===== src/rtl/dd_puf_eval_ctrl.sv =====
// Evaluation sequencer for the dual-latch delay-difference PUF array: runs NUM_EVAL
// reset/start/hold cycles, majority-votes each response bit and hands the result downstream.
module dd_puf_eval_ctrl #(
  parameter int WIDTH         = 128,
  parameter int RESET_CYCLES  = 4,
  parameter int SETTLE_CYCLES = 16,
  parameter int NUM_EVAL      = 15,
  parameter int CNT_W         = $clog2(NUM_EVAL + 1),
  parameter int UC_W          = $clog2(WIDTH + 1)
) (
  input  logic             CLK,
  input  logic             RESET,
  input  logic             REQ,
  input  logic [WIDTH-1:0] PUF_RESP,
  output logic             PUF_RESET,
  output logic             PUF_START,
  output logic             BUSY,
  output logic             RESP_VALID,
  input  logic             RESP_READY,
  output logic [WIDTH-1:0] RESP_DATA,
  output logic [WIDTH-1:0] STABLE_MASK,
  output logic [UC_W-1:0]  UNSTABLE_COUNT
);

  localparam int HOLD_CYCLES = 3;
  localparam int RS_MAX      = (RESET_CYCLES > SETTLE_CYCLES) ? RESET_CYCLES : SETTLE_CYCLES;
  localparam int PH_MAX      = (RS_MAX > HOLD_CYCLES) ? RS_MAX : HOLD_CYCLES;
  localparam int PH_W        = (PH_MAX > 1) ? $clog2(PH_MAX) : 1;
  localparam int EV_W        = (NUM_EVAL > 1) ? $clog2(NUM_EVAL) : 1;

  typedef enum logic [2:0] {S_IDLE, S_CLEAR, S_RUN, S_HOLD, S_DONE} state_t;

  state_t                 state_q, state_d;
  logic [PH_W-1:0]        phase_q, phase_d;
  logic [EV_W-1:0]        eval_q, eval_d;
  logic [CNT_W-1:0]       ones_q [WIDTH];
  logic [CNT_W-1:0]       ones_d [WIDTH];
  logic [WIDTH-1:0]       sync1_q, sync2_q;
  logic [WIDTH-1:0]       resp_q, resp_d;
  logic [WIDTH-1:0]       mask_q, mask_d;
  logic [UC_W-1:0]        ucnt_q, ucnt_d;
  logic                   phase_last, eval_last, accept, sample, finish;

  function automatic logic majority(input logic [CNT_W-1:0] cnt);
    return cnt > CNT_W'(NUM_EVAL / 2);
  endfunction

  function automatic logic unanimous(input logic [CNT_W-1:0] cnt);
    return (cnt == '0) || (cnt == CNT_W'(NUM_EVAL));
  endfunction

  function automatic logic [UC_W-1:0] count_unstable(input logic [WIDTH-1:0] m);
    logic [UC_W-1:0] c;
    c = '0;
    for (int i = 0; i < WIDTH; i++) c = c + UC_W'(!m[i]);
    return c;
  endfunction

  always_comb begin
    phase_last = 1'b0;
    case (state_q)
      S_CLEAR: phase_last = (phase_q == PH_W'(RESET_CYCLES - 1));
      S_RUN:   phase_last = (phase_q == PH_W'(SETTLE_CYCLES - 1));
      S_HOLD:  phase_last = (phase_q == PH_W'(HOLD_CYCLES - 1));
      default: phase_last = 1'b0;
    endcase
    eval_last = (eval_q == EV_W'(NUM_EVAL - 1));
    accept    = (state_q == S_IDLE) && REQ;
    sample    = (state_q == S_HOLD) && phase_last;
    finish    = sample && eval_last;
  end

  always_ff @(posedge CLK) begin
    if (RESET) state_q <= S_IDLE;
    else       state_q <= state_d;
  end

  always_comb begin
    state_d = state_q;
    case (state_q)
      S_IDLE:  if (REQ)        state_d = S_CLEAR;
      S_CLEAR: if (phase_last) state_d = S_RUN;
      S_RUN:   if (phase_last) state_d = S_HOLD;
      S_HOLD:  if (phase_last) state_d = eval_last ? S_DONE : S_CLEAR;
      S_DONE:  if (RESP_READY) state_d = S_IDLE;
      default: state_d = S_IDLE;
    endcase
  end

  // Cells stay parked in clear whenever no evaluation phase is running.
  always_comb begin
    PUF_RESET  = (state_q == S_IDLE) || (state_q == S_CLEAR) || (state_q == S_DONE);
    PUF_START  = (state_q == S_RUN);
    BUSY       = (state_q != S_IDLE);
    RESP_VALID = (state_q == S_DONE);
  end

  always_comb begin
    phase_d = '0;
    if (((state_q == S_CLEAR) || (state_q == S_RUN) || (state_q == S_HOLD)) && !phase_last)
      phase_d = phase_q + PH_W'(1);

    eval_d = eval_q;
    if (accept)                   eval_d = '0;
    else if (sample && !eval_last) eval_d = eval_q + EV_W'(1);

    for (int i = 0; i < WIDTH; i++) begin
      ones_d[i] = ones_q[i];
      if (accept)      ones_d[i] = '0;
      else if (sample) ones_d[i] = ones_q[i] + CNT_W'(sync2_q[i]);
    end

    // The vote uses ones_d so the final evaluation's sample is included.
    resp_d = resp_q;
    mask_d = mask_q;
    if (finish) begin
      for (int i = 0; i < WIDTH; i++) begin
        resp_d[i] = majority(ones_d[i]);
        mask_d[i] = unanimous(ones_d[i]);
      end
    end
    ucnt_d = finish ? count_unstable(mask_d) : ucnt_q;
  end

  always_ff @(posedge CLK) begin
    if (RESET) begin
      phase_q <= '0;
      eval_q  <= '0;
      sync1_q <= '0;
      sync2_q <= '0;
      resp_q  <= '0;
      mask_q  <= '0;
      ucnt_q  <= '0;
      for (int i = 0; i < WIDTH; i++) ones_q[i] <= '0;
    end else begin
      phase_q <= phase_d;
      eval_q  <= eval_d;
      sync1_q <= PUF_RESP;
      sync2_q <= sync1_q;
      resp_q  <= resp_d;
      mask_q  <= mask_d;
      ucnt_q  <= ucnt_d;
      for (int i = 0; i < WIDTH; i++) ones_q[i] <= ones_d[i];
    end
  end

  assign RESP_DATA      = resp_q;
  assign STABLE_MASK    = mask_q;
  assign UNSTABLE_COUNT = ucnt_q;

endmodule

===== config.mk =====
export PLATFORM = sky130hd
export DESIGN_NAME = dd_puf_eval_ctrl
export DESIGN_NICKNAME = d
export VERILOG_FILES = /design/src/rtl/dd_puf_eval_ctrl.sv
export SDC_FILE = /design/constraint.sdc
export NUM_CORES = 2
export LEC_CHECK = 0
export ABC_CLOCK_PERIOD_IN_PS = 15750
export BUFFER_PORTS_ARGS = -buffer_cell sky130_fd_sc_hd__buf_4
export CORE_MARGIN = 2
export CORE_UTILIZATION = 45
export CTS_BUF_LIST = sky130_fd_sc_hd__clkbuf_16
export DETAILED_ROUTE_END_ITERATION = 8
export GPL_ROUTABILITY_DRIVEN = 0
export PLACE_DENSITY_LB_ADDON = 0.15
export REMOVE_ABC_BUFFERS = 1
export SLEW_MARGIN = 10
export SYNTH_ARGS = -nofsm -noshare
export SYNTH_HDL_FRONTEND = slang
export SYNTH_SLANG_ARGS = --single-unit

===== constraint.sdc =====
create_clock -name CLK -period 15.75 [get_ports CLK]
set_clock_uncertainty 0.15 [all_clocks]
set_input_delay 0.7875 -clock CLK [delete_from_list [all_inputs] [get_ports CLK]]
set_output_delay 0.7875 -clock CLK [all_outputs]
set_load 0.005 [all_outputs]

==> results.json <==
{
  "status": "complete, no violations",
  "fmax_mhz": 92.4,
  "setup_viol": 0,
  "worst_setup_path_end_kind": "flip-flop",
  "grt_pass1_wl_microns": 228000,
  "start_util": 0.454,
  "cpPeakStageDelay_ns": 0.77,
  "syn_inst": 5795,
  "hold_slack_ns": 0.125,
  "synth.yosys.seq_area_share": 0.409,
  "layout.nets": 6450,
  "yosys_warnings": 0,
  "vias": 42500,
  "avgSynthCellArea_sq_um": 8.82,
  "hp-class": "primary input to flip-flop",
  "postPlaceCellArea_sq_mm": 0.0548,
  "peakVddDrop_mv": 0.101,
  "reg2reg_from": "phase_q[0]",
  "slew_headroom": 0.145,
  "ios": 400,
  "crit_fanout": 59,
  "die_h_microns": 341,
  "post-route-period-util": 0.687,
  "htree_levels": 3,
  "die-area_sq_mm": 0.116,
  "cts_tree": "done",
  "cp.arrival_ns": 11.29,
  "cp_top_family": "adder cells",
  "whs_path_depth": 2,
  "worst_slew_pin_slew_ns": 1.28,
  "yosysTopAreaCell": "dfxtp_1",
  "fin_crit_ns": 10.82,
  "track_usage": 0.245,
  "synth-edff-count": 0,
  "overflow": 0,
  "cts-hold-fix-buffers": 0,
  "area_growth_pct": 14.0,
  "powerDensity_mw_per_mm2": 92.8,
  "clock_sinks": 1043,
  "antenna_found_initial": 0,
  "cp_data_required_time_ns": 16.22,
  "synth_area_sq_mm": 0.0511,
  "final_util": 0.518,
  "critPathKind": "flip-flop to flip-flop",
  "hpwl_microns": 92700,
  "ys.flop_type": "dfxtp_1",
  "drv_slew": 0,
  "rsz0062_at_grt": "false",
  "hold_violations": 0,
  "final_antenna_net_count": 0,
  "reg2reg_depth": 31,
  "grt_max_degree": 186,
  "ys_ff_latch": 1043,
  "async_reset_ff_frac": 0,
  "post_cts_buffers": 0,
  "clkTransAtPathRegs_ns": 0.06,
  "yosysMostFrequentCell": "dfxtp_1",
  "path_buf_inv": 7,
  "p_leak_nw": 24.1,
  "whs_endpoint": "sync1_q[60]",
  "synth_common_cells": "dfxtp_1 (1043), nand2_1 (720), nor2_1 (389), a21oi_1 (376), nand3_1 (319)",
  "worst_path_most_repeated_cell": "fa_1",
  "synth_top_area_frac": 0.409,
  "post_cts_resized": 0,
  "clk_latency_ns": 0.72,
  "stdcell_area_sq_mm": 0.0583,
  "synth.area.top_cells": "dfxtp_1 (41%), ha_1 (7.0%), nand2_1 (5.3%)",
  "worst_setup_path_start_kind": "flip-flop",
  "yosys.cell_types.count": 76,
  "port-buffer-count": 399,
  "cts-root-buf": "clkbuf_16",
  "hold_start": "PUF_RESP[60]",
  "die_x_microns": 341,
  "vias_per_cell": 5.66,
  "startpoint": "phase_q[0]",
  "slowest_stage": "buf_4",
  "grt_pass1_vias": 40100,
  "coreArea_sq_mm": 0.112,
  "drive_gt1_frac": 0.112,
  "cts_buffer_depth": 3,
  "cap_violations": 0,
  "drt-pass1-iter-count": 5,
  "dr.first_iter.drc_count": 2863,
  "r2r-end": "UNSTABLE_COUNT[6]",
  "route.detailed.drc": 0,
  "placementRows": 123,
  "wire_per_inst_microns": 19.5,
  "regToRegSetupSlack_ns": 4.93,
  "numCtsBuffers": 113,
  "wirelength_microns": 146000
}
placed cells by master (no fill, tap or decap), drive strengths merged, types with 134 or more instances in the layout:
cell / n
dfxtp: 1043
nor2b: 260
nor3: 178
nor2: 390
ha: 284
and3: 134
a21oi: 413
inv: 147
nand2: 720
o21ai: 136
buf: 450
nand3: 319
where the power goes:
group	internal, mW	switching, mW	total, mW
clock	1.46	1.09	2.55
combinational	0.0527	0.120	0.173
sequential	2.67	0.0133	2.68
registers in the layout (all words and copies together) (netlist names):
signal and flops:
state_q 3, eval_q 4, RESP_DATA 128, phase_q 4, STABLE_MASK 128, UNSTABLE_COUNT 8
sync1_q 128, sync2_q 128, ones_q 512
routing by layer:
metal	share of wire	wire length, microns	GRT usage	up-vias
met5	0	0	0	-
met4	0.028	4030	0.0748	0
met3	0.054	7830	0.0333	212
met2	0.46	66800	0.395	1054
met1	0.46	67600	0.340	20500
li1	-	-	-	20700
how the worst max path moves through the flow:
stage	endpoint	slack, ns	cells after the start
after floorplan	UNSTABLE_COUNT[5]	-22.07	27
after global placement	UNSTABLE_COUNT[5]	5.04	31
after detailed placement	UNSTABLE_COUNT[5]	4.90	31
after CTS	UNSTABLE_COUNT[5]	4.89	31
after global routing	UNSTABLE_COUNT[5]	4.48	31
final	UNSTABLE_COUNT[6]	4.93	31
cell type report:
cell class | count | area (sq um)
inverters | 117 | 447
repair buffers | 450 | 3560
multi-input cells | 4194 | 28000
clock buffers | 119 | 2980
clock inverters | 82 | 533
flip-flops and latches | 1043 | 20900
fillers | 10500 | 54200
diodes | 2 | 5.00
well taps | 1500 | 1880
through the flow:
step                power (mW)  setup TNS [ns]  setup slack (ns)  instances
floorplan                 2.81        -5541.77            -22.07       5354
global placement          2.91               0              5.04       7304
detailed placement        2.91               0              4.90       7304
CTS                       5.47               0              4.89       7505
global route              5.59               0              4.48       7505
finish                    5.41               0              4.93       7507
logic make-up after synthesis:
group,share of synthesized area
fa+ha+maj,0.115
xor+xnor,0.0250
flops,0.409
compound gates,0.151
buf+inv,0.0453
mux,0.0197
simple gates,0.236
No activity file was read; power rests on OpenSTA's default activity.
